`src/rtl/operand_loader_pkg.sv`:
```
// Shared types and defaults for the operand loader: FSM state encoding and
// default digit/operand widths.
package operand_loader_pkg;

   typedef enum logic [2:0] {
      S_IDLE,
      S_LOAD_A,
      S_LOAD_B,
      S_DONE,
      S_HOLD
   } loader_state_t;

   localparam int unsigned DIGIT_W_DEF = 4;
   localparam int unsigned WIDTH_DEF   = 8;

endpackage

```
`src/rtl/operand_loader_if.sv`:
```
// Digit-entry / control-unit bus of the operand loader.
// master = the loader itself, slave = front end plus control unit.
interface operand_loader_if #(
   parameter int unsigned WIDTH   = 8,
   parameter int unsigned DIGIT_W = 4
);

   logic               loaddata;
   logic [DIGIT_W-1:0] digit_in;
   logic               digit_valid;
   logic               clear;
   logic               digit_ready;
   logic [WIDTH-1:0]   operand_a;
   logic [WIDTH-1:0]   operand_b;
   logic               inputdata_ready;
   logic               entering_b;

   modport master (
      input  loaddata, digit_in, digit_valid, clear,
      output digit_ready, operand_a, operand_b, inputdata_ready, entering_b
   );

   modport slave (
      output loaddata, digit_in, digit_valid, clear,
      input  digit_ready, operand_a, operand_b, inputdata_ready, entering_b
   );

endinterface

```
`src/rtl/operand_loader_digit_shift_reg.sv`:
```
// Operand register that shifts in one digit at the LSB end per enabled cycle,
// so digits entered MSB-first land in their natural positions.
module digit_shift_reg #(
   parameter int unsigned WIDTH   = 8,
   parameter int unsigned DIGIT_W = 4
) (
   input  logic               clk,
   input  logic               reset,
   input  logic               clr,
   input  logic               shift_en,
   input  logic [DIGIT_W-1:0] din,
   output logic [WIDTH-1:0]   q
);

   always_ff @(posedge clk) begin
      if (reset || clr) begin
         q <= '0;
      end else if (shift_en) begin
         q <= {q[WIDTH-DIGIT_W-1:0], din};
      end
   end

endmodule

```
`src/rtl/operand_loader.sv`:
```
// Collects hex digits into two operands and hands them to the control unit
// through the loaddata / inputdata_ready handshake.
module operand_loader
   import operand_loader_pkg::*;
#(
   parameter int unsigned WIDTH   = WIDTH_DEF,
   parameter int unsigned DIGIT_W = DIGIT_W_DEF
) (
   input logic            clk,
   input logic            reset,
   operand_loader_if.master bus
);

   localparam int unsigned NDIG = WIDTH / DIGIT_W;
   localparam int unsigned CW   = $clog2(NDIG + 1);
   localparam logic [CW-1:0] LAST = CW'(NDIG - 1);

   loader_state_t state, state_n;
   logic [CW-1:0] cnt, cnt_n;
   logic          clr_ops, shift_a, shift_b;
   logic          ready, done, entb;

   always_ff @(posedge clk) begin
      if (reset) begin
         state <= S_IDLE;
         cnt   <= '0;
      end else begin
         state <= state_n;
         cnt   <= cnt_n;
      end
   end

   // Outputs decode the registered state only, so they change right after the edge.
   always_comb begin
      state_n = state;
      cnt_n   = cnt;
      clr_ops = 1'b0;
      shift_a = 1'b0;
      shift_b = 1'b0;
      ready   = 1'b0;
      done    = 1'b0;
      entb    = 1'b0;
      case (state)
         S_IDLE, S_HOLD: begin
            entb = (state == S_HOLD);
            if (bus.loaddata) begin
               clr_ops = 1'b1;
               cnt_n   = '0;
               state_n = S_LOAD_A;
            end
         end
         S_LOAD_A, S_LOAD_B: begin
            ready = 1'b1;
            entb  = (state == S_LOAD_B);
            if (bus.clear) begin
               clr_ops = 1'b1;
               cnt_n   = '0;
               state_n = S_LOAD_A;
            end else if (!bus.loaddata) begin
               cnt_n   = '0;
               state_n = S_IDLE;
            end else if (bus.digit_valid) begin
               shift_a = (state == S_LOAD_A);
               shift_b = (state == S_LOAD_B);
               if (cnt == LAST) begin
                  cnt_n   = '0;
                  state_n = (state == S_LOAD_A) ? S_LOAD_B : S_DONE;
               end else begin
                  cnt_n = cnt + 1'b1;
               end
            end
         end
         S_DONE: begin
            done = 1'b1;
            entb = 1'b1;
            if (bus.clear) begin
               clr_ops = 1'b1;
               cnt_n   = '0;
               state_n = S_LOAD_A;
            end else if (!bus.loaddata) begin
               state_n = S_HOLD;
            end
         end
         default: begin
            state_n = S_IDLE;
            cnt_n   = '0;
         end
      endcase
   end

   digit_shift_reg #(.WIDTH(WIDTH), .DIGIT_W(DIGIT_W)) u_reg_a (
      .clk      (clk),
      .reset    (reset),
      .clr      (clr_ops),
      .shift_en (shift_a),
      .din      (bus.digit_in),
      .q        (bus.operand_a)
   );

   digit_shift_reg #(.WIDTH(WIDTH), .DIGIT_W(DIGIT_W)) u_reg_b (
      .clk      (clk),
      .reset    (reset),
      .clr      (clr_ops),
      .shift_en (shift_b),
      .din      (bus.digit_in),
      .q        (bus.operand_b)
   );

   assign bus.digit_ready     = ready;
   assign bus.inputdata_ready = done;
   assign bus.entering_b      = entb;

endmodule

```
`src/flat_wrapper.sv`:
```
// flat-port wrapper written by rule: the top's interface ports become plain ports
module operand_loader_flat import operand_loader_pkg::*;
#(
   parameter int unsigned WIDTH   = WIDTH_DEF,
   parameter int unsigned DIGIT_W = DIGIT_W_DEF
)
  (clk, reset, bus_loaddata, bus_digit_in, bus_digit_valid, bus_clear, bus_digit_ready, bus_operand_a, bus_operand_b, bus_inputdata_ready, bus_entering_b);
  operand_loader_if #(.WIDTH(WIDTH), .DIGIT_W(DIGIT_W)) bus_i ();
  input logic clk;
  input logic reset;
  input wire logic [$bits(bus_i.loaddata)-1:0] bus_loaddata;
  input wire logic [$bits(bus_i.digit_in)-1:0] bus_digit_in;
  input wire logic [$bits(bus_i.digit_valid)-1:0] bus_digit_valid;
  input wire logic [$bits(bus_i.clear)-1:0] bus_clear;
  output wire logic [$bits(bus_i.digit_ready)-1:0] bus_digit_ready;
  output wire logic [$bits(bus_i.operand_a)-1:0] bus_operand_a;
  output wire logic [$bits(bus_i.operand_b)-1:0] bus_operand_b;
  output wire logic [$bits(bus_i.inputdata_ready)-1:0] bus_inputdata_ready;
  output wire logic [$bits(bus_i.entering_b)-1:0] bus_entering_b;
  assign bus_i.loaddata = bus_loaddata;
  assign bus_i.digit_in = bus_digit_in;
  assign bus_i.digit_valid = bus_digit_valid;
  assign bus_i.clear = bus_clear;
  assign bus_digit_ready = bus_i.digit_ready;
  assign bus_operand_a = bus_i.operand_a;
  assign bus_operand_b = bus_i.operand_b;
  assign bus_inputdata_ready = bus_i.inputdata_ready;
  assign bus_entering_b = bus_i.entering_b;
  operand_loader #(.WIDTH(WIDTH), .DIGIT_W(DIGIT_W)) u_core (.clk(clk), .reset(reset), .bus(bus_i));
endmodule
```
`config.mk`:
```
export PLATFORM = sky130hd
export DESIGN_NAME = operand_loader_flat
export DESIGN_NICKNAME = d
export VERILOG_FILES = /design/src/rtl/operand_loader_pkg.sv /design/src/rtl/operand_loader_if.sv /design/src/rtl/operand_loader_digit_shift_reg.sv /design/src/rtl/operand_loader.sv /design/src/flat_wrapper.sv
export SDC_FILE = /design/constraint.sdc
export NUM_CORES = 1
export LEC_CHECK = 0
export BUFFER_PORTS_ARGS = -buffer_cell sky130_fd_sc_hd__buf_4
export CELL_PAD_IN_SITES_DETAIL_PLACEMENT = 0
export CELL_PAD_IN_SITES_GLOBAL_PLACEMENT = 1
export CORE_ASPECT_RATIO = 1.1
export CORE_MARGIN = 1
export CORE_UTILIZATION = 33
export DETAILED_ROUTE_END_ITERATION = 12
export GPL_TIMING_DRIVEN = 0
export PLACE_DENSITY_LB_ADDON = 0.15
export SLEW_MARGIN = 20
export SYNTH_ARGS = -nofsm -noshare
export SYNTH_HDL_FRONTEND = slang
export SYNTH_SLANG_ARGS = --single-unit
```
`constraint.sdc`:
```
create_clock -name clk -period 1.5 [get_ports clk]
set_clock_uncertainty 0.15 [all_clocks]
set_input_delay 0.3 -clock clk [delete_from_list [all_inputs] [get_ports clk]]
set_output_delay 0.3 -clock clk [all_outputs]
set_load 0.05 [all_outputs]
```
==> out/metrics.cfg <==
[synth]
postSynthAreaPerCell_um2=9.46
synthArstFlopShare=0
yosysUniqueCellTypes=30
synth_edf_count=0
synth_seq_cells=21
synth_top_area_frac=0.444
syn_inst=100
yosysTopAreaCell=dfxtp_1
synth_nets=109
yosysMostFrequentCell=dfxtp_1
yosysWarnings=0
synth_common_cells=21 x dfxtp_1, 20 x nor2_1, 18 x mux2i_1
synth_ff_type=dfxtp_1
ys_seq_area_frac=0.444
yosys-top-cells-area=dfxtp_1 44%, mux2i_1 19%, nor2_1 7.9%
syn-cell-area_um2=946

[layout]
nNetsFinal=145
area_growth_pct=41.0
n_antenna_cell=0
layout-drive-gt1-share=0.415

[die]
ioPinCount=28
die_h_um=58.2
die_x_um=53.0
std_cell_rows=20
die_area_um2=3080
coreArea_um2=2750
start_util=0.344

[global_route]
antenna_found_initial=0
grt_max_degree=12
grt_overflow=0
grt_pass1_wl_um=3480
grt_util_all_layers=0.156
grt_pass1_vias=828

[place]
dpl.hpwl_um=1390
gp_congestion=0.786
port_buffers=26

[timing]
finalSetupTns_ps=-2120
setup_viol=22
slew_headroom=0.760
fin_crit_ps=1670
max_freq_mhz=597
finalCritPeriodShare=1.12
fin_ws_ps=-175
tightest_slew_ps=359
fin_hold_ws_ps=102
drv_slew=0
hold_viol=0
rsz0062_at_grt=true

[setup_path]
ff2ff_setup_slack_ps=-120
crit_path_start_kind=flop
worst_setup_path_end_kind=output pin
max_stage_delay_ps=350
worst_ep_required_time_ps=1050
path_delay_family=flip-flops
critPathArrivalTime_ps=1220
path_cells=buf_6 > nor2_4 > mux2_4 > buf_8
worst-setup-path-type=reg2out
path_buf_inv=2
critical-path-slowest-cell=dfxtp_2
crit_fanout=5

[clock_network]
numCtsBuffers=3
cts_hold_buf=0
cts-root-buf=clkbuf_4
cts.sinks=21
cts_tree=done
clk_pin_slew_worst_paths_ps=100
clockBufferDepth=2
htree_levels=1
clk_latency_ps=280

[flow_run]
drv_cap=0

[detailed_routing]
drc=2
vias_per_cell=4.86
firstDrtPassIters=7
wl_per_cell_um=12.2
drt-total-wl_um=2050
dr_total_vias=817
antenna_left=0
dr.first_iter.drc_count=8

[pwr]
power_frac_clock=0.242
combPwrFrac=0.212
leakagePower_nw=0.657
p_per_area_nw_per_um2=782
sw_frac_of_total=0.259
seq_power_share=0.546
peakVddDrop_mv=0.427
intPower_uw=772
p_sw_uw=270

[hold_path]
hp-class=in2reg

[status]
status=complete, but fails checks
violations=design-rule violations, negative setup slack

[area by class of cell]
| type | instances | area [µm²] |
|---|---|---|
| Fill cell | 271 | 1420 |
| Inverter | 1 | 3.75 |
| Timing Repair Buffer | 33 | 264 |
| Clock buffer | 4 | 26.3 |
| Tap cell | 33 | 41.3 |
| Buffer | 5 | 42.5 |
| Multi-Input combinational cell | 71 | 533 |
| Sequential cell | 21 | 423 |
[worst min-delay path: stages]
cell     delay [ps]
buf_4            80
mux2i_1          50
nor2_1           70
[worst paths after layout]
kind,start,end,cells after the start
worst max register to register,u_core.state[1],u_core.u_reg_a.q[4],4
worst min-delay path,bus_digit_in[1],u_core.u_reg_b.q[1],3
worst max-delay path,u_core.state[1],bus_entering_b,4
worst min register to register,u_core.cnt[1],u_core.cnt[1],2
[power groups by stage]
| stage | logic [mW] | clock network, mW | registers [mW] |
|---|---|---|---|
| finish | 0.221 | 0.252 | 0.570 |
| global route | 0.239 | 0.304 | 0.572 |
| floorplan | 0.116 | 0 | 0.584 |
| global placement | 0.171 | 0 | 0.581 |
| detailed placement | 0.170 | 0 | 0.581 |
| CTS | 0.222 | 0.277 | 0.570 |
[per-stage QoR]
stage	total power, mW	utilization	area (µm²)	std cells	setup slack [ps]
floorplan	0.700	-	966	100	-49.4
global placement	0.751	0.437	1200	159	-284
detailed placement	0.751	0.437	1200	159	-307
CTS	1.07	0.481	1330	168	-202
global route	1.11	0.485	1330	168	-256
finish	1.04	0.485	1330	168	-175
[cell usage in the layout, fill, tap and decap left out]
cell type / synthesis / routed
buf_8: 0 / 2
o22ai_1: 1 / 1
a21oi_2: 0 / 1
mux2i_2: 0 / 1
or3b_4: 0 / 1
nor2b_1: 2 / 2
buf_2: 4 / 2
nor3_2: 0 / 1
nor2_2: 1 / 1
a21oi_1: 3 / 2
a211oi_2: 0 / 1
a31oi_1: 1 / 1
and3b_2: 0 / 1
inv_1: 1 / 1
or2b_1: 1 / 1
nor2_1: 20 / 19
clkbuf_4: 0 / 3
dfxtp_2: 0 / 2
nor3_1: 4 / 3
buf_6: 1 / 4
o21ai_0: 1 / 1
dfxtp_1: 21 / 19
buf_4: 1 / 29
mux2i_1: 18 / 17
clkbuf_1: 0 / 1
o21bai_1: 1 / 1
nand3b_1: 1 / 1
nand2_1: 3 / 3
maj3_2: 0 / 1
nor2_4: 0 / 1
and2_1: 1 / 1
or4b_4: 1 / 2
mux2_4: 0 / 1
nand2b_1: 4 / 4
xnor2_2: 0 / 1
buf_1: 1 / 1
a211o_4: 0 / 1
[sequential cells by signal, summed over array words and instances (netlist names)]
name              cells
u_core.cnt            2
u_core.state          3
u_core.u_reg_a.q      8
u_core.u_reg_b.q      8
[what timing repair did]
item	4_1_cts	5_1_grt
setup endpoints to repair	21	23
gates cloned	1	0
buffers inserted	6	0
pin swaps	7	1
resized for setup	18	3
endpoints found under the hold margin	0	0
[cell families (layout without fill, tap and decap cells)]
logic type / Yosys count / in the layout / synth area share
buffers and inverters: 8 / 43 / 0.0489
AOI/OAI and AO/OA: 9 / 9 / 0.0595
xor gates and xnor gates: 1 / 1 / 0.00926
DFF: 21 / 21 / 0.444
muxes: 19 / 19 / 0.202
and+or+nand+nor: 41 / 41 / 0.225
adders and majority gates: 1 / 1 / 0.0106
[layer usage]
metal / track usage / share of wire / wire length [µm]
met1: 0.159 / 0.44 / 909
met2: 0.295 / 0.52 / 1070
met3: 0.0341 / 0.033 / 68
met4: 0.0677 / 0 / 0
met5: 0 / 0 / 0
Power figures use the tool's default switching activity.
